<file path="src/rtl/adaptive_threshold_pkg.sv">
// Shared FSM encoding, binary output levels and the foreground test
// used by the adaptive threshold controller and its scanner.
package adaptive_threshold_pkg;

  typedef enum logic [2:0] {
    IDLE   = 3'd0,
    BLUR   = 3'd1,
    THRESH = 3'd2,
    FLUSH  = 3'd3,
    DONE   = 3'd4
  } state_t;

  localparam logic [7:0] FG_VALUE = 8'd255;
  localparam logic [7:0] BG_VALUE = 8'd0;

  // pixel > mean - C, evaluated as pixel + C > mean in 9 bits so neither side wraps
  function automatic logic is_foreground(input logic [7:0] pixel,
                                         input logic [7:0] offset,
                                         input logic [7:0] mean);
    return ({1'b0, pixel} + {1'b0, offset}) > {1'b0, mean};
  endfunction

endpackage

</file>
<file path="src/rtl/adaptive_threshold_ctrl_if.sv">
// Control, box-filter and memory-port bundle for adaptive_threshold_ctrl.
// master = controller side, slave = filter/memories/host side.
interface adaptive_threshold_ctrl_if #(
  parameter int WIDTH_BITS  = 8,
  parameter int HEIGHT_BITS = 8
);
  logic                   iStart;
  logic [7:0]             iOffset;
  logic                   oBusy;
  logic                   oDone;
  logic                   oFilterReset;
  logic                   iFilterFinished;
  logic [WIDTH_BITS-1:0]  iFilterCol;
  logic [HEIGHT_BITS-1:0] iFilterRow;
  logic [WIDTH_BITS-1:0]  oImageCol;
  logic [HEIGHT_BITS-1:0] oImageRow;
  logic [7:0]             iImageData;
  logic [WIDTH_BITS-1:0]  oMeanCol;
  logic [HEIGHT_BITS-1:0] oMeanRow;
  logic [7:0]             iMeanData;
  logic [WIDTH_BITS-1:0]  oOutCol;
  logic [HEIGHT_BITS-1:0] oOutRow;
  logic [7:0]             oOutData;
  logic                   oOutWren;

  modport master (
    input  iStart, iOffset, iFilterFinished, iFilterCol, iFilterRow,
           iImageData, iMeanData,
    output oBusy, oDone, oFilterReset, oImageCol, oImageRow,
           oMeanCol, oMeanRow, oOutCol, oOutRow, oOutData, oOutWren
  );

  modport slave (
    output iStart, iOffset, iFilterFinished, iFilterCol, iFilterRow,
           iImageData, iMeanData,
    input  oBusy, oDone, oFilterReset, oImageCol, oImageRow,
           oMeanCol, oMeanRow, oOutCol, oOutRow, oOutData, oOutWren
  );
endinterface

</file>
<file path="src/rtl/threshold_scanner.sv">
// Raster scanner for the threshold pass: one pixel per cycle, registered write.
// Define THRESH_INVERT_EN for dark-foreground output polarity.
module threshold_scanner
  import adaptive_threshold_pkg::*;
#(
  parameter int WIDTH_BITS  = 8,
  parameter int HEIGHT_BITS = 8,
  parameter int WIDTH       = 2 ** WIDTH_BITS,
  parameter int HEIGHT      = 2 ** HEIGHT_BITS
) (
  input  logic                   clock,
  input  logic                   reset,
  input  logic                   enable,
  input  logic [7:0]             offset,
  input  logic [7:0]             image_data,
  input  logic [7:0]             mean_data,
  output logic [WIDTH_BITS-1:0]  pix_col,
  output logic [HEIGHT_BITS-1:0] pix_row,
  output logic                   last,
  output logic [WIDTH_BITS-1:0]  out_col,
  output logic [HEIGHT_BITS-1:0] out_row,
  output logic [7:0]             out_data,
  output logic                   out_wren
);

  localparam int POS_W = WIDTH_BITS + HEIGHT_BITS;
  localparam logic [POS_W-1:0] LAST_POS = POS_W'(WIDTH * HEIGHT - 1);

  logic [POS_W-1:0]       pos_p0;
  logic [WIDTH_BITS-1:0]  col_p1;
  logic [HEIGHT_BITS-1:0] row_p1;
  logic [7:0]             data_p1;
  logic                   vld_p1;

`ifdef THRESH_INVERT_EN
  function automatic logic [7:0] binarize(input logic fg);
    return fg ? BG_VALUE : FG_VALUE;
  endfunction
`else
  function automatic logic [7:0] binarize(input logic fg);
    return fg ? FG_VALUE : BG_VALUE;
  endfunction
`endif

  assign pix_col = pos_p0[WIDTH_BITS-1:0];
  assign pix_row = pos_p0[POS_W-1:WIDTH_BITS];
  assign last    = (pos_p0 == LAST_POS);

  // p0: address memories from pos; p1: registered write of that pixel.
  // Position is held at 0 whenever disabled, so every run starts at pixel 0.
  always_ff @(posedge clock or negedge reset) begin
    if (!reset) begin
      pos_p0  <= '0;
      col_p1  <= '0;
      row_p1  <= '0;
      data_p1 <= 8'd0;
      vld_p1  <= 1'b0;
    end else begin
      vld_p1 <= enable;
      if (enable) begin
        pos_p0  <= pos_p0 + 1'b1;
        col_p1  <= pix_col;
        row_p1  <= pix_row;
        data_p1 <= binarize(is_foreground(image_data, offset, mean_data));
      end else begin
        pos_p0 <= '0;
      end
    end
  end

  assign out_col  = col_p1;
  assign out_row  = row_p1;
  assign out_data = data_p1;
  assign out_wren = vld_p1;

endmodule

</file>
<file path="src/rtl/adaptive_threshold_ctrl.sv">
// Adaptive threshold sequencer: box-filter pass, then per-pixel threshold pass.
// Output polarity selectable with THRESH_INVERT_EN (see threshold_scanner).
module adaptive_threshold_ctrl
  import adaptive_threshold_pkg::*;
#(
  parameter int WIDTH_BITS  = 8,
  parameter int HEIGHT_BITS = 8,
  parameter int WIDTH       = 2 ** WIDTH_BITS,
  parameter int HEIGHT      = 2 ** HEIGHT_BITS
) (
  input logic                 clock,
  input logic                 reset,
  adaptive_threshold_ctrl_if.master bus
);

  state_t     state, state_next;
  logic [7:0] offset;
  logic       start_accept;
  logic       scan_en;
  logic       scan_last;

  logic [WIDTH_BITS-1:0]  scan_col;
  logic [HEIGHT_BITS-1:0] scan_row;

  always_ff @(posedge clock or negedge reset) begin
    if (!reset) begin
      state  <= IDLE;
      offset <= 8'd0;
    end else begin
      state <= state_next;
      if (start_accept) offset <= bus.iOffset;
    end
  end

  always_comb begin
    state_next   = state;
    start_accept = 1'b0;
    scan_en      = 1'b0;
    case (state)
      IDLE: begin
        if (bus.iStart) begin
          start_accept = 1'b1;
          state_next   = BLUR;
        end
      end
      BLUR:   if (bus.iFilterFinished) state_next = THRESH;
      THRESH: begin
        scan_en = 1'b1;
        if (scan_last) state_next = FLUSH;
      end
      FLUSH:   state_next = DONE;
      DONE:    state_next = IDLE;
      default: state_next = IDLE;
    endcase
  end

  // Filter is held in reset whenever no blur/threshold work is pending,
  // which also guarantees iFilterFinished reads 0 on BLUR entry.
  assign bus.oFilterReset = (state == IDLE) || (state == DONE);
  assign bus.oBusy        = (state == BLUR) || (state == THRESH) || (state == FLUSH);
  assign bus.oDone        = (state == DONE);

  // Single source-image port: filter owns it during BLUR, scanner otherwise.
  assign bus.oImageCol = (state == BLUR) ? bus.iFilterCol : scan_col;
  assign bus.oImageRow = (state == BLUR) ? bus.iFilterRow : scan_row;
  assign bus.oMeanCol  = scan_col;
  assign bus.oMeanRow  = scan_row;

  threshold_scanner #(
    .WIDTH_BITS  (WIDTH_BITS),
    .HEIGHT_BITS (HEIGHT_BITS),
    .WIDTH       (WIDTH),
    .HEIGHT      (HEIGHT)
  ) u_scanner (
    .clock      (clock),
    .reset      (reset),
    .enable     (scan_en),
    .offset     (offset),
    .image_data (bus.iImageData),
    .mean_data  (bus.iMeanData),
    .pix_col    (scan_col),
    .pix_row    (scan_row),
    .last       (scan_last),
    .out_col    (bus.oOutCol),
    .out_row    (bus.oOutRow),
    .out_data   (bus.oOutData),
    .out_wren   (bus.oOutWren)
  );

endmodule
</file>
<file path="src/flat_wrapper.sv">
// flat-port wrapper written by rule: the top's interface ports become plain ports
module adaptive_threshold_ctrl_flat import adaptive_threshold_pkg::*;
#(
  parameter int WIDTH_BITS  = 8,
  parameter int HEIGHT_BITS = 8,
  parameter int WIDTH       = 2 ** WIDTH_BITS,
  parameter int HEIGHT      = 2 ** HEIGHT_BITS
)
  (clock, reset, bus_iStart, bus_iOffset, bus_iFilterFinished, bus_iFilterCol, bus_iFilterRow, bus_iImageData, bus_iMeanData, bus_oBusy, bus_oDone, bus_oFilterReset, bus_oImageCol, bus_oImageRow, bus_oMeanCol, bus_oMeanRow, bus_oOutCol, bus_oOutRow, bus_oOutData, bus_oOutWren);
  adaptive_threshold_ctrl_if #(.WIDTH_BITS(WIDTH_BITS), .HEIGHT_BITS(HEIGHT_BITS)) bus_i ();
  input logic clock;
  input logic reset;
  input wire logic [$bits(bus_i.iStart)-1:0] bus_iStart;
  input wire logic [$bits(bus_i.iOffset)-1:0] bus_iOffset;
  input wire logic [$bits(bus_i.iFilterFinished)-1:0] bus_iFilterFinished;
  input wire logic [$bits(bus_i.iFilterCol)-1:0] bus_iFilterCol;
  input wire logic [$bits(bus_i.iFilterRow)-1:0] bus_iFilterRow;
  input wire logic [$bits(bus_i.iImageData)-1:0] bus_iImageData;
  input wire logic [$bits(bus_i.iMeanData)-1:0] bus_iMeanData;
  output wire logic [$bits(bus_i.oBusy)-1:0] bus_oBusy;
  output wire logic [$bits(bus_i.oDone)-1:0] bus_oDone;
  output wire logic [$bits(bus_i.oFilterReset)-1:0] bus_oFilterReset;
  output wire logic [$bits(bus_i.oImageCol)-1:0] bus_oImageCol;
  output wire logic [$bits(bus_i.oImageRow)-1:0] bus_oImageRow;
  output wire logic [$bits(bus_i.oMeanCol)-1:0] bus_oMeanCol;
  output wire logic [$bits(bus_i.oMeanRow)-1:0] bus_oMeanRow;
  output wire logic [$bits(bus_i.oOutCol)-1:0] bus_oOutCol;
  output wire logic [$bits(bus_i.oOutRow)-1:0] bus_oOutRow;
  output wire logic [$bits(bus_i.oOutData)-1:0] bus_oOutData;
  output wire logic [$bits(bus_i.oOutWren)-1:0] bus_oOutWren;
  assign bus_i.iStart = bus_iStart;
  assign bus_i.iOffset = bus_iOffset;
  assign bus_i.iFilterFinished = bus_iFilterFinished;
  assign bus_i.iFilterCol = bus_iFilterCol;
  assign bus_i.iFilterRow = bus_iFilterRow;
  assign bus_i.iImageData = bus_iImageData;
  assign bus_i.iMeanData = bus_iMeanData;
  assign bus_oBusy = bus_i.oBusy;
  assign bus_oDone = bus_i.oDone;
  assign bus_oFilterReset = bus_i.oFilterReset;
  assign bus_oImageCol = bus_i.oImageCol;
  assign bus_oImageRow = bus_i.oImageRow;
  assign bus_oMeanCol = bus_i.oMeanCol;
  assign bus_oMeanRow = bus_i.oMeanRow;
  assign bus_oOutCol = bus_i.oOutCol;
  assign bus_oOutRow = bus_i.oOutRow;
  assign bus_oOutData = bus_i.oOutData;
  assign bus_oOutWren = bus_i.oOutWren;
  adaptive_threshold_ctrl #(.WIDTH_BITS(WIDTH_BITS), .HEIGHT_BITS(HEIGHT_BITS), .WIDTH(WIDTH), .HEIGHT(HEIGHT)) u_core (.clock(clock), .reset(reset), .bus(bus_i));
endmodule
</file>
<file path="config.mk">
export PLATFORM = sky130hd
export DESIGN_NAME = adaptive_threshold_ctrl_flat
export DESIGN_NICKNAME = d
export VERILOG_FILES = /design/src/rtl/adaptive_threshold_pkg.sv /design/src/rtl/adaptive_threshold_ctrl_if.sv /design/src/rtl/threshold_scanner.sv /design/src/rtl/adaptive_threshold_ctrl.sv /design/src/flat_wrapper.sv
export SDC_FILE = /design/constraint.sdc
export NUM_CORES = 1
export LEC_CHECK = 0
export CAP_MARGIN = 20
export CORE_AREA = 2 2 83 117
export CTS_BUF_LIST = sky130_fd_sc_hd__clkbuf_8 sky130_fd_sc_hd__clkbuf_16
export CTS_CLUSTER_SIZE = 30
export DETAILED_ROUTE_END_ITERATION = 10
export DIE_AREA = 0 0 85 119
export SLEW_MARGIN = 25
export SYNTH_ARGS = -nofsm -noshare
export SYNTH_HDL_FRONTEND = slang
export SYNTH_SLANG_ARGS = --single-unit
</file>
<file path="constraint.sdc">
create_clock -name clock -period 5.9 [get_ports clock]
set_input_delay 1.18 -clock clock [delete_from_list [all_inputs] [get_ports clock]]
set_output_delay 1.18 -clock clock [all_outputs]
set_load 0.1 [all_outputs]
</file>
==> results of run 1 <==
-- where the power goes --
part	leakage [nW]	total (mW)	internal [mW]	switching, mW
registers	0.603	0.407	0.359	0.0481
clock network	0.0768	0.292	0.169	0.123
logic	1.05	1.31	0.395	0.916
total	1.73	2.01	0.923	1.09
-- cell type report --
type,instances,area [sq um]
Fill cell,897,5323
Tap cell,110,137.6
Multi-Input combinational cell,198,1368
Inverter,14,53.80
Sequential cell,45,1126
Clock inverter,2,13.76
Clock buffer,6,138.9
Timing Repair Buffer,104,1036
-- worst min-delay path by stage --
stage,start,end,cells past startpoint
2_1_floorplan,u_core.offset[0]$_DFFE_PN0P_,u_core.offset[0]$_DFFE_PN0P_,1
3_3_place_gp,u_core.u_scanner.out_row[0]$_DFFE_PN0P_,u_core.u_scanner.out_row[0]$_DFFE_PN0P_,2
3_5_place_dp,u_core.u_scanner.out_col[6]$_DFFE_PN0P_,u_core.u_scanner.out_col[6]$_DFFE_PN0P_,2
4_1_cts,u_core.u_scanner.out_row[4]$_DFFE_PN0P_,u_core.u_scanner.out_row[4]$_DFFE_PN0P_,2
5_1_grt,u_core.u_scanner.out_col[2]$_DFFE_PN0P_,u_core.u_scanner.out_col[2]$_DFFE_PN0P_,2
6_report,u_core.u_scanner.out_row[4]$_DFFE_PN0P_,u_core.u_scanner.out_row[4]$_DFFE_PN0P_,2
-- through the flow --
step | util, % | std cells | hold slack [ps] | instance area (sq um) | power, mW
2_1_floorplan | - | 276 | 484.9 | 2671 | 1.483
3_3_place_gp | 40.44 | 471 | 459.3 | 3719 | 1.722
3_5_place_dp | 40.46 | 471 | 462.0 | 3721 | 1.735
4_1_cts | 42.12 | 479 | 479.2 | 3874 | 2.035
5_1_grt | 42.12 | 479 | 503.6 | 3874 | 2.120
6_report | 42.12 | 479 | 471.9 | 3874 | 2.010
-- cells in the final DEF, fill, tap and decap left out, types with 5 or more instances in the layout --
cell / n
clkdlybuf4s50_1: 102
nand2_1: 50
dfrtp_1: 45
nor2_1: 24
mux2_2: 23
ha_1: 17
inv_1: 13
o21ai_0: 10
xnor2_1: 9
nand4_1: 7
xor2_1: 6
a21oi_1: 6
nand3_1: 6
clkbuf_16: 5
-- sequential cells by signal, indices dropped and copies added (netlist names) --
register                   count
u_core.u_scanner.pos_p0       16
u_core.state                   3
u_core.u_scanner.out_wren      1
u_core.u_scanner.out_data      1
u_core.offset                  8
u_core.u_scanner.out_col       8
u_core.u_scanner.out_row       8
-- routing by layer --
| metal | global-route usage, % | vias up | part of all wire, % |
|---|---|---|---|
| met5 | 0 | - | 0 |
| met4 | 4.663 | 0 | 1.7 |
| met3 | 2.703 | 8 | 5.2 |
| met2 | 23.49 | 72 | 47 |
| met1 | 17.63 | 1060 | 46 |
| li1 | - | 1124 | - |
-- cell families (layout without fill, tap and decap cells) --
group	Yosys count	count (layout)	synth area share, %
flip-flops	45	45	42.15
adder cells (fa/ha/maj)	18	18	8.712
AND/OR/NAND/NOR	109	109	19.72
buffers and inverters	33	126	6.651
XOR/XNOR	15	15	4.918
multiplexers	25	25	10.45
AO/OA/AOI/OAI	31	31	7.401
-- worst max-delay path: stages (launching register included) --
cell and delay [ps]:
dfrtp_1 460, nor2_1 160, and2_1 750, mux2_2 290
clkdlybuf4s50_1 1130
==> out/qor.csv, run 1 <==
metric,value,unit
timing.rr.start,u_core.offset[0]$_DFFE_PN0P_,
status,"finished, final reports clean",
diodes,0,
dieArea,10120,sq um
critPathKind,reg -> out,
synthFlopType,dfrtp_1,
core_area,9196,sq um
grt_setup_unrepaired,no,
ant_nets,0,
grt_max_degree,46,
drtPass1Iterations,4,
wl_per_cell,14.57,microns
drv_slew,0,
place.gp.congestion,0.8244,
yosys_register_bits,45,
setup_ws,1632,ps
synth_area_leaders,"dfrtp_1 42%, mux2_2 9.7%, ha_1 8.0%",
die_x,85,microns
cp.required,4720,ps
clkSlewWorstSetupHoldPaths,60,ps
period_share,72.33,%
yosysUniqueCellTypes,45,
dp_worst_setup_slack,1757,ps
antenna_found_initial,0,
initialDrtViolationCount,88,
synth_nets,338,
reg2reg_depth,12,
p_leak,1.734,nW
yosysMostFrequentCell,nand2_1,
grt_pass1_wl,11.27,mm
port_buffers,103,
h-tree-depth,2,
syn_avg_cell_area,9.679,sq um
drt-total-wl,6.980,mm
powerDensity,518.8,nW/um^2
clockRootBuffer,clkbuf_16,
area_delta_synth_final,45.01,%
slew_headroom,31.88,%
die_height,119,microns
start_util,29.05,%
end_kind,output pin,
yosysTopAreaCell,dfrtp_1,
fmax,0.2343,GHz
track_usage,13.91,%
tightest_slew,1019,ps
grt_pass1_vias,2281,
drive_gt1_share,9.756,%
crit_start,u_core.state[2]$_DFFE_PN0P_,
hp-class,reg -> reg,
hpwlAfterDp,5.017,mm
setup_viol,0,
yosysWarnings,0,
synthCells,276,
cts_buffer_depth,2,
worst-path-max-fanout,17,
synth_area,2671,sq um
cts-buffers-inserted,5,
worst_setup_path_start_kind,flip-flop,
post-cts-setup-buffers,0,
r2r_slack,3150,ps
cts_tree,yes,
drc,0,
synthTopCellsByCount,"50 x nand2_1, 45 x dfrtp_1, 24 x nor2_1",
crit_end,bus_oImageCol[0],
timing.rr.end,u_core.u_scanner.out_data[6]$_DFFE_PN0P_,
cap_violations,0,
synthArstFlopShare,100.0,%
core.rowCount,42,
overflow,0,
post_cts_resized,0,
synth_top_area_share,42.15,%
clkLatencyLatePin,290,ps
synth_edf_count,0,
final_hold_viol_count,0,
ys_seq_area_share,42.15,%
ir_worst_vdd,0.5072,mV
fin_nets,430,
vias,2264,
postCtsHoldBufs,0,
io_pins,104,
fin_skew,11.37,ps
crit_arrival,3090,ps
post-route-min-period,4268,ps
numClockSinks,45,
tns,0,ps
viasPerCell,4.727,
No activity file was read; power rests on OpenSTA's default activity.
==> run 2: changes to the inputs <==
clock period = 4.1 ns   (was 5.9 ns; I/O delays follow)
==> out/qor.csv, run 2 (same netlist as run 1, synthesis figures left out) <==
metric,value,unit,change
status,"finished, final reports clean",,
postCtsHoldBufs,0,,unchanged
powerDensity,747.1,nW/um^2,+44%
grt_max_degree,46,,unchanged
io_pins,104,,unchanged
drtPass1Iterations,4,,unchanged
netSwitchingFraction,54.69,%,+0.61 points
core_area,9196,sq um,unchanged
critPathKind,in -> reg,,
h-tree-depth,2,,unchanged
tightest_slew,1004,ps,-14.77 ps
largest_reg_flops,16,,unchanged
hpwlAfterDp,5.061,mm,+0.87%
overflow,0,,unchanged
drt-total-wl,6.952,mm,-0.40%
initialDrtViolationCount,94,,+6.8%
post_cts_resized,0,,unchanged
dp_worst_setup_slack,437.0,ps,-1320 ps
track_usage,13.45,%,-0.46 points
dieArea,10120,sq um,unchanged
seq_power_share,20.7,%,+0.5 points
fin_skew,8.392,ps,-2.977 ps
slew_headroom,32.87,%,+0.99 points
power_frac_comb,65.2,%,about the same
setup_ws,736.5,ps,-895.7 ps
period_share,82.04,%,
core.rowCount,42,,unchanged
drc,0,,unchanged
diodes,0,,unchanged
end_kind,flip-flop,,
viasPerCell,4.756,,+0.62%
cts-buffers-inserted,5,,unchanged
area_delta_synth_final,43.28,%,
p_leak,1.756,nW,+1.3%
fillerInstances,885,,-1.3%
port_buffers,103,,unchanged
vias,2278,,+0.62%
antenna_found_initial,0,,unchanged
cp.required,4260,ps,-460 ps
grt_pass1_vias,2278,,-0.13%
drive_gt1_share,14.09,%,+4.3 points
power_frac_clock,14.1,%,-0.4 points
mostFrequentLayoutCells,"86 x clkdlybuf4s50_1, 50 x nand2_1, 45 x dfrtp_1",,
fmax,0.2973,GHz,
drv_slew,0,,unchanged
worst-path-max-fanout,4,,-13
crit_arrival,3520,ps,+430 ps
start_util,29.05,%,unchanged
place.gp.congestion,0.8250,,about the same
grt_pass1_wl,11.01,mm,-2.3%
ant_nets,0,,unchanged
ir_worst_vdd,0.6224,mV,+23%
setup_viol,0,,unchanged
cts_buffer_depth,2,,unchanged
hp-class,reg -> reg,,
wl_per_cell,14.51,microns,-0.40%
clkSlewWorstSetupHoldPaths,60,ps,about the same
post-route-min-period,3363,ps,
p_int,1.296,mW,+40%
placedCellCount,471,,unchanged
die_height,119,microns,unchanged
clkLatencyLatePin,290,ps,about the same
fin_nets,430,,unchanged
cts_tree,yes,,
stdcell_count,479,,unchanged
die_x,85,microns,unchanged
tns,0,ps,unchanged
clockRootBuffer,clkbuf_16,,
worst_setup_path_start_kind,input port,,
post-cts-setup-buffers,0,,unchanged
switching_power,1.564,mW,+44%
largest-register,u_core.u_scanner.pos_p0,,
numClockSinks,45,,unchanged
final_hold_viol_count,0,,unchanged
final_common_cell,clkdlybuf4s50_1,,
grt_setup_unrepaired,no,,
cap_violations,0,,unchanged
run 2: final timing paths:
| path | startpoint | end | slack, ps | depth (start not counted) |
|---|---|---|---|---|
| min | u_core.u_scanner.out_col[4]$_DFFE_PN0P_ | u_core.u_scanner.out_col[4]$_DFFE_PN0P_ | 480 | 2 |
| max | bus_iImageData[0] | u_core.u_scanner.out_data[6]$_DFFE_PN0P_ | 740 | 13 |
| min in group asynchronous | reset | u_core.u_scanner.out_col[5]$_DFFE_PN0P_ | 530 | 1 |
| max reg2reg | u_core.offset[0]$_DFFE_PN0P_ | u_core.u_scanner.out_data[6]$_DFFE_PN0P_ | 1310 | 12 |
| max in group asynchronous | reset | u_core.offset[3]$_DFFE_PN0P_ | 3160 | 1 |
| min reg2reg | u_core.u_scanner.out_col[4]$_DFFE_PN0P_ | u_core.u_scanner.out_col[4]$_DFFE_PN0P_ | 480 | 2 |
run 2: power groups by stage:
stage	Combinational (mW)	Clock (mW)	Sequential (mW)
after floorplan	1.42	0	0.714
after global placement	1.87	0	0.599
after detailed placement	1.87	0	0.602
after CTS	1.88	0.415	0.593
after global routing	1.98	0.431	0.603
final	1.87	0.402	0.592
run 2: area by class of cell:
type / instances / area [sq um] / share of cell area, %
multi-input combinational: 198 / 1368 / 35.73
sequential: 45 / 1126 / 29.42
timing repair buffer: 104 / 996.0 / 26.02
tap: 110 / 137.6 / 3.596
clock buffer: 5 / 125.1 / 3.269
inverter: 14 / 53.80 / 1.406
clock inverter: 3 / 21.27 / 0.5557
run 2: per-stage QoR:
step | total power [mW] | area (sq um) | utilization, % | hold slack [ps]
after floorplan | 2.135 | 2671 | - | 484.9
after global placement | 2.465 | 3679 | 40.00 | 456.7
after detailed placement | 2.472 | 3681 | 40.03 | 464.8
final | 2.860 | 3827 | 41.62 | 477.4
after CTS | 2.886 | 3827 | 41.62 | 484.6
after global routing | 3.016 | 3827 | 41.62 | 503.8
run 2: worst max-delay path: stages:
cell and delay, ps:
clkdlybuf4s50_1 410, ha_1 230, inv_1 70, fa_1 200, nor2b_1 60, o31a_1 280
or4b_1 480, nand3_1 100, ha_1 240, nand4_1 120, a21oi_1 70, o41ai_1 320
a31oi_1 120
run 2: per-layer routing:
layer,GRT usage (%),up-vias,routed length [microns]
met4,3.274,0,51
met1,16.07,1073,2977
met5,0,-,0
met2,24.32,83,3491
li1,-,1118,-
met3,2.772,4,431
==> run 3: changes to the inputs <==
clock period = 2.99 ns   (was 4.1 ns; I/O delays follow)
==> out/qor.csv, run 3 (same netlist as run 1, synthesis figures left out) <==
metric,value,unit,change
status,"finished, final reports clean",,
fin_nets,442,,+2.8%
clockRootBuffer,clkbuf_16,,
tightest_slew,692.3,ps,-311.6 ps
fillerInstances,873,,-1.4%
final_common_cell,buf_4,,
finalInstanceArea,4056,sq um,+6.0%
grt_pass1_vias,2317,,+1.7%
ir_worst_vdd,0.8084,mV,+30%
core_area,9196,sq um,unchanged
dp_worst_setup_slack,-400.2,ps,-837.2 ps
clkSlewWorstSetupHoldPaths,60,ps,about the same
largest_reg_flops,16,,unchanged
drtPass1Iterations,4,,unchanged
initialDrtViolationCount,116,,+23%
area_delta_synth_final,51.85,%,
clkLatencyLatePin,280,ps,about the same
diodes,0,,unchanged
seq_area,1126,sq um,unchanged
mostFrequentLayoutCells,"58 x buf_4, 50 x nand2_1, 45 x dfrtp_1",,
largest-register,u_core.u_scanner.pos_p0,,
port_buffers,103,,unchanged
setup_ws,56.78,ps,-679.8 ps
grt.busiest_layer,met2,,
reg2reg_depth,14,,+2
cts_tree,yes,,
cts_buffer_depth,2,,unchanged
worst-path-max-fanout,3,,-1
grt_pass1_wl,11.63,mm,+5.7%
drv_slew,0,,unchanged
setup_viol,0,,unchanged
worst_setup_path_start_kind,input port,,
numClockSinks,45,,unchanged
die_x,85,microns,unchanged
cts-buffers-inserted,5,,unchanged
fmax,0.3409,GHz,
antenna_found_initial,0,,unchanged
crit_arrival,3090,ps,-430 ps
grt_max_degree,46,,unchanged
start_util,29.05,%,unchanged
timing.rr.start,u_core.offset[0]$_DFFE_PN0P_,,
die_height,119,microns,unchanged
period_share,98.10,%,
place_area,3841,sq um,+4.4%
timing.rr.end,u_core.u_scanner.out_data[6]$_DFFE_PN0P_,,
io_pins,104,,unchanged
overflow,0,,unchanged
multi_input_area,1424,sq um,+4.1%
ant_nets,0,,unchanged
cp.required,3150,ps,-1110 ps
crit_start,bus_iImageData[2],,
drc,0,,unchanged
fin_skew,4.526,ps,-3.866 ps
gr-usage-met2,23.83,%,-0.49 points
drive_gt1_share,30.71,%,+17 points
p_leak,1.956,nW,+11%
powerDensity,1062,nW/um^2,+42%
hpwlAfterDp,5.273,mm,+4.2%
finalPower,4.309,mW,+51%
tns,0,ps,unchanged
cap_violations,0,,unchanged
r2r_slack,330,ps,-980 ps
hp-class,in -> async,,
wl_per_cell,14.73,microns,+1.5%
critPathKind,in -> reg,,
slew_headroom,53.49,%,+21 points
place.gp.congestion,0.8340,,+1.1%
viasPerCell,4.721,,-0.73%
drt-total-wl,7.230,mm,+4.0%
postCtsHoldBufs,0,,unchanged
core.rowCount,42,,unchanged
track_usage,14.43,%,+0.97 points
vias,2318,,+1.8%
final_hold_viol_count,0,,unchanged
grtUsageMet1,18.82,%,+2.7 points
h-tree-depth,2,,unchanged
final_core_util,44.11,%,+2.5 points
gr-usage-met3,3.188,%,+0.42 points
end_kind,flip-flop,,
post-route-min-period,2933,ps,
dieArea,10120,sq um,unchanged
-- run 3: worst max-delay path by stage --
stage / to / cells after the start
2_1_floorplan: bus_oImageCol[4] / 2
3_3_place_gp: u_core.u_scanner.out_data[6]$_DFFE_PN0P_ / 13
3_5_place_dp: u_core.u_scanner.out_data[6]$_DFFE_PN0P_ / 13
4_1_cts: u_core.u_scanner.out_data[6]$_DFFE_PN0P_ / 11
5_1_grt: u_core.u_scanner.out_data[6]$_DFFE_PN0P_ / 11
6_report: u_core.u_scanner.out_data[6]$_DFFE_PN0P_ / 13
-- run 3: metrics by stage --
stage | hold slack, ps | instances
floorplan | 302.4 | 276
global placement | 461.5 | 480
detailed placement | 465.2 | 480
CTS | 342.5 | 489
global route | 373.7 | 491
finish | 314.4 | 491
-- run 3: where the power goes --
group	switching [mW]	internal, mW
combinational	1.92	1.04
clock	0.229	0.304
sequential	0.106	0.708
total	2.26	2.05
-- run 3: routing by layer --
| layer | routed length (microns) | up-vias |
|---|---|---|
| met1 | 3059 | 1092 |
| li1 | - | 1140 |
| met3 | 401 | 7 |
| met5 | 0 | - |
| met4 | 96 | 0 |
| met2 | 3672 | 79 |
-- run 3: area by class of cell --
type | instances | share of cell area (%)
clock buffers | 5 | 3.085
well taps | 110 | 3.393
multi-input cells | 198 | 35.10
inverters | 14 | 1.326
repair buffers | 116 | 28.96
clock inverters | 3 | 0.3701
flip-flops and latches | 45 | 27.76
-- run 3: what timing repair did --
item / in CTS / in global routing
buffers inserted: 1 / 2
endpoints found under the setup margin: 1 / 1
gates resized for setup: 7 / 8
pin swaps: 10 / 5
-- run 3: critical path, stage by stage --
cell             delay (ps)
clkdlybuf4s50_1         400
ha_1                    300
nor2b_2                 160
o31a_1                  260
buf_4                   150
o21ai_1                 210
nand3_4                 120
ha_4                    270
nand4_1                  90
buf_4                   160
o22a_1                  180
o41ai_2                  50
a31oi_1                 130
==> RTL change 1: new RTL, flow settings as in run 2 <==
`HEIGHT_BITS` is set to 8 in 4 places; all go to 7.
--- a/src/rtl/adaptive_threshold_ctrl_if.sv
+++ b/src/rtl/adaptive_threshold_ctrl_if.sv
@@ -2,7 +2,7 @@
 // master = controller side, slave = filter/memories/host side.
 interface adaptive_threshold_ctrl_if #(
   parameter int WIDTH_BITS  = 8,
-  parameter int HEIGHT_BITS = 8
+  parameter int HEIGHT_BITS = 7
 );
   logic                   iStart;
   logic [7:0]             iOffset;
--- a/src/rtl/threshold_scanner.sv
+++ b/src/rtl/threshold_scanner.sv
@@ -4,7 +4,7 @@
   import adaptive_threshold_pkg::*;
 #(
   parameter int WIDTH_BITS  = 8,
-  parameter int HEIGHT_BITS = 8,
+  parameter int HEIGHT_BITS = 7,
   parameter int WIDTH       = 2 ** WIDTH_BITS,
   parameter int HEIGHT      = 2 ** HEIGHT_BITS
 ) (
--- a/src/rtl/adaptive_threshold_ctrl.sv
+++ b/src/rtl/adaptive_threshold_ctrl.sv
@@ -4,7 +4,7 @@
   import adaptive_threshold_pkg::*;
 #(
   parameter int WIDTH_BITS  = 8,
-  parameter int HEIGHT_BITS = 8,
+  parameter int HEIGHT_BITS = 7,
   parameter int WIDTH       = 2 ** WIDTH_BITS,
   parameter int HEIGHT      = 2 ** HEIGHT_BITS
 ) (
--- a/src/flat_wrapper.sv
+++ b/src/flat_wrapper.sv
@@ -2,7 +2,7 @@
 module adaptive_threshold_ctrl_flat import adaptive_threshold_pkg::*;
 #(
   parameter int WIDTH_BITS  = 8,
-  parameter int HEIGHT_BITS = 8,
+  parameter int HEIGHT_BITS = 7,
   parameter int WIDTH       = 2 ** WIDTH_BITS,
   parameter int HEIGHT      = 2 ** HEIGHT_BITS
 )
Ports: changed (resized bus_iFilterRow, bus_oImageRow, bus_oMeanRow and bus_oOutRow); port bits go from 104 to 100. No check against the original RTL was run, so the function may have changed too.
==> RTL change 1 against run 2 <==
- synthesized area decreased by 5.3%
- setup slack improved by 0.032 ns
- wire length down 1.4%
- sequential cell count is 2 lower
- utilization down 1.6 points
- first-iteration DRC count decreased by 26%
- power shrank 2.6%
- critical path depth stayed put
- design area is 4.0% lower
- global-route usage grew 0.35 points
==> RTL change 1: results <==
[run_status]
status = "finished clean"

[global_routing]
grt_first_pass_wirelength_um = 11000
grt_max_degree = 44
globalRouteTotalUtil = 0.138
first_global_vias = 2209

[timing]
slew_headroom = 0.323
finalClockSkew_ns = 0.00372
whs_ns = 0.475
fmax_mhz = 300

[place]
place_ws_ns = 0.436
dpl_cell_area_um2 = 3530
placedCellCount = 457
routabilityCongestion = 0.828
dp_hpwl_um = 5040
portBuffers = 99

[drt]
drc = 0
wl_um = 6850
routed_via_density = 4.82
first_iter_violations = 70
dr.pass1.iters = 4
wire_per_inst_um = 14.7

[min_path]
min_path_type = "reg -> reg"
min_path_cells = 2
worstHoldEndpoint = "u_core.u_scanner.out_col[7]"
min_from = "u_core.u_scanner.out_col[7]"

[synth]
synth_common_cells = "nand2_1, dfrtp_1, mux2_2, ha_1, nor2_1"
ys_seq_area_frac = 0.426
synthDistinctLibCells = 41
async_reset_ff_frac = 1.00
synthCells = 262
syn_nets = 323
synth.area.top_cells = "dfrtp_1, mux2_2, ha_1, nand2_1, nor2_1"

[setup_path]
cp_top_family = "compound AO/OA/AOI/OAI gates"
worstRegToRegCells = 12
endpoint = "u_core.u_scanner.out_data[6]"
ff2ff_setup_slack_ns = 1.34
cpPeakStageDelay_ns = 0.47
cp-startpoint = "bus_iImageData[0]"
cp.arrival_ns = 3.49
crit_slowest_cell = "or4b_1"
timing.rr.start = "u_core.offset[0]"

[clocking]
cts_setup_buffers = 0
clk_latency_ns = 0.28
cts_resized = 0
cts_root_buffer = "clkbuf_16"
clk_pin_slew_ns = 0.06
cts_buffers = 5
cts_buffer_depth = 2

[final_layout]
drive_gt1_frac = 0.135
diodes = 0
n_fill_cell = 925
final_nets = 415
largest_reg_flops = 15

[pwr]
leakage_nw = 1.67
vdd_drop_max_mv = 0.798
-- RTL change 1: cell types whose count changed after synthesis, sizes merged, moves of 2 or more --
cell,run 2,this run
nor2,24,17
nand3,6,4
nor3,2,0
or3,1,6
a21oi,6,9
xnor2,9,5
buf,15,12
o21ai,10,12
dfrtp,45,43
-- RTL change 1: kinds of logic after synthesis --
| kind of cell | share of synthesized area |
|---|---|
| fa+ha+maj | 0.0920 |
| mux | 0.110 |
| compound gates | 0.0811 |
| buf+inv | 0.0549 |
| xor+xnor | 0.0381 |
| simple gates | 0.198 |
| flops | 0.426 |
-- RTL change 1: area by class of cell --
cell class | instances | area, um2 | area share
clock buffers | 5 | 125 | 0.0340
well taps | 110 | 138 | 0.0374
multi-input cells | 191 | 1310 | 0.357
repair buffers | 100 | 958 | 0.261
flip-flops and latches | 43 | 1080 | 0.293
inverters | 13 | 48.8 | 0.0133
clock inverters | 3 | 16.3 | 0.00442
-- RTL change 1: through the flow --
step           utilization  power [W]
2_1_floorplan            -    0.00206
3_3_place_gp         0.384    0.00241
3_5_place_dp         0.384    0.00242
4_1_cts              0.399    0.00283
5_1_grt              0.400    0.00295
6_report             0.400    0.00279
-- RTL change 1: layer usage --
| metal | global-route usage | routed length (um) | vias to the layer above |
|---|---|---|---|
| met5 | 0 | 0 | - |
| met4 | 0.0387 | 68 | 0 |
| met3 | 0.0319 | 467 | 7 |
| met2 | 0.241 | 3410 | 89 |
| met1 | 0.168 | 2910 | 1070 |
| li1 | - | - | 1077 |
-- RTL change 1: power by group --
part	total, W	switching, W	internal, W
clock	0.000389	0.000166	0.000222
combinational	0.00183	0.00128	0.000545
sequential	0.000570	0.0000736	0.000497
==> RTL change 2: new RTL, flow settings as in run 2 <==
Without the edit above. Make the reset (`reset`) synchronous in 2 clocked blocks.
--- a/src/rtl/threshold_scanner.sv
+++ b/src/rtl/threshold_scanner.sv
@@ -48,7 +48,7 @@
 
   // p0: address memories from pos; p1: registered write of that pixel.
   // Position is held at 0 whenever disabled, so every run starts at pixel 0.
-  always_ff @(posedge clock or negedge reset) begin
+  always_ff @(posedge clock) begin
     if (!reset) begin
       pos_p0  <= '0;
       col_p1  <= '0;
--- a/src/rtl/adaptive_threshold_ctrl.sv
+++ b/src/rtl/adaptive_threshold_ctrl.sv
@@ -22,7 +22,7 @@
   logic [WIDTH_BITS-1:0]  scan_col;
   logic [HEIGHT_BITS-1:0] scan_row;
 
-  always_ff @(posedge clock or negedge reset) begin
+  always_ff @(posedge clock) begin
     if (!reset) begin
       state  <= IDLE;
       offset <= 8'd0;
Formal check against the unedited RTL: differs if reset is asserted again (counterexample within 4 cycles, from zero or initial values and one cycle with reset low); with reset held inactive, the same outputs for 10 cycles.
==> RTL change 2 against run 2 <==
- sequential cell count unchanged
- synthesized area decreased by 3.5%
- die area stayed put
- global-route usage rose by 0.48 points
- synthesized cell count up 9.1%
- design area down 2.4%
- wire length grew 0.17%
- count of clock-buffer cells in the layout did not move
- setup slack better by 0.19 ns
- final cell count grew 5.4%
- critical path depth did not move
- largest cell class unchanged
Power is not compared: it rests on default switching activity, and its combinational part moved more than twofold at a synthesized area within 25%.
==> RTL change 2: results <==
[setup_path]
cp.arrival_ns = 3.39
ff2ff_setup_slack_ns = 1.61
reg2reg_to = "u_core.u_scanner.out_data[6]"
crit_slowest_cell = "clkdlybuf4s50_1"
cp_top_family = "adder cells"
timing.rr.start = "u_core.offset[0]"

[place]
dp_hpwl_um = 5170
place_ws_ns = 0.666
routabilityCongestion = 0.852
dpl_cell_area_um2 = 3590
placedCellCount = 497

[global_routing]
globalRouteTotalUtil = 0.139
first_global_vias = 2307
grt_first_pass_wirelength_um = 11300
grt_max_degree = 29

[synth]
synth.area.top_cells = "dfxtp_1, nand2_1, ha_1, mux2_2, a21boi_0"
syn_nets = 363
ys_seq_area_frac = 0.350
synth_common_cells = "nand2_1, dfxtp_1, nor2_1, a21boi_0, ha_1"
synth_ff_type = "dfxtp_1"
synthCells = 301

[run_status]
status = "finished clean"

[drt]
first_iter_violations = 57
wire_per_inst_um = 13.8
routed_via_density = 4.59
wl_um = 6960

[timing]
whs_ns = 0.455
finalClockSkew_ns = 0.00575
fmax_mhz = 315
slew_headroom = 0.310

[min_path]
min_from = "u_core.u_scanner.out_row[0]"
worstHoldEndpoint = "u_core.u_scanner.out_row[0]"

[final_layout]
n_fill_cell = 913
drive_gt1_frac = 0.134
final_nets = 456
==> RTL change 2: per-layer routing <==
layer	share of wire	track usage	up-vias
met5	0	0	-
met3	0.060	0.0270	9
met4	0.016	0.0407	0
met2	0.51	0.255	70
met1	0.42	0.161	1050
li1	-	-	1187
==> RTL change 2: cell families (layout without fill, tap and decap cells) <==
kind of cell	Yosys count	in the layout	share of synthesized area
AO/OA/AOI/OAI	47	47	0.123
XOR/XNOR	18	18	0.0612
adder cells (fa/ha/maj)	18	18	0.0903
buffers and inverters	34	128	0.0694
flip-flops	45	45	0.350
multiplexers	15	15	0.0655
AND/OR/NAND/NOR	124	124	0.241
==> RTL change 2: final cells by class <==
class	instances	area, um2	area share
clock inverters	3	17.5	0.00469
repair buffers	104	998	0.267
flip-flops and latches	45	901	0.241
clock buffers	5	125	0.0335
multi-input cells	222	1500	0.401
well taps	110	138	0.0368
inverters	16	60.1	0.0161
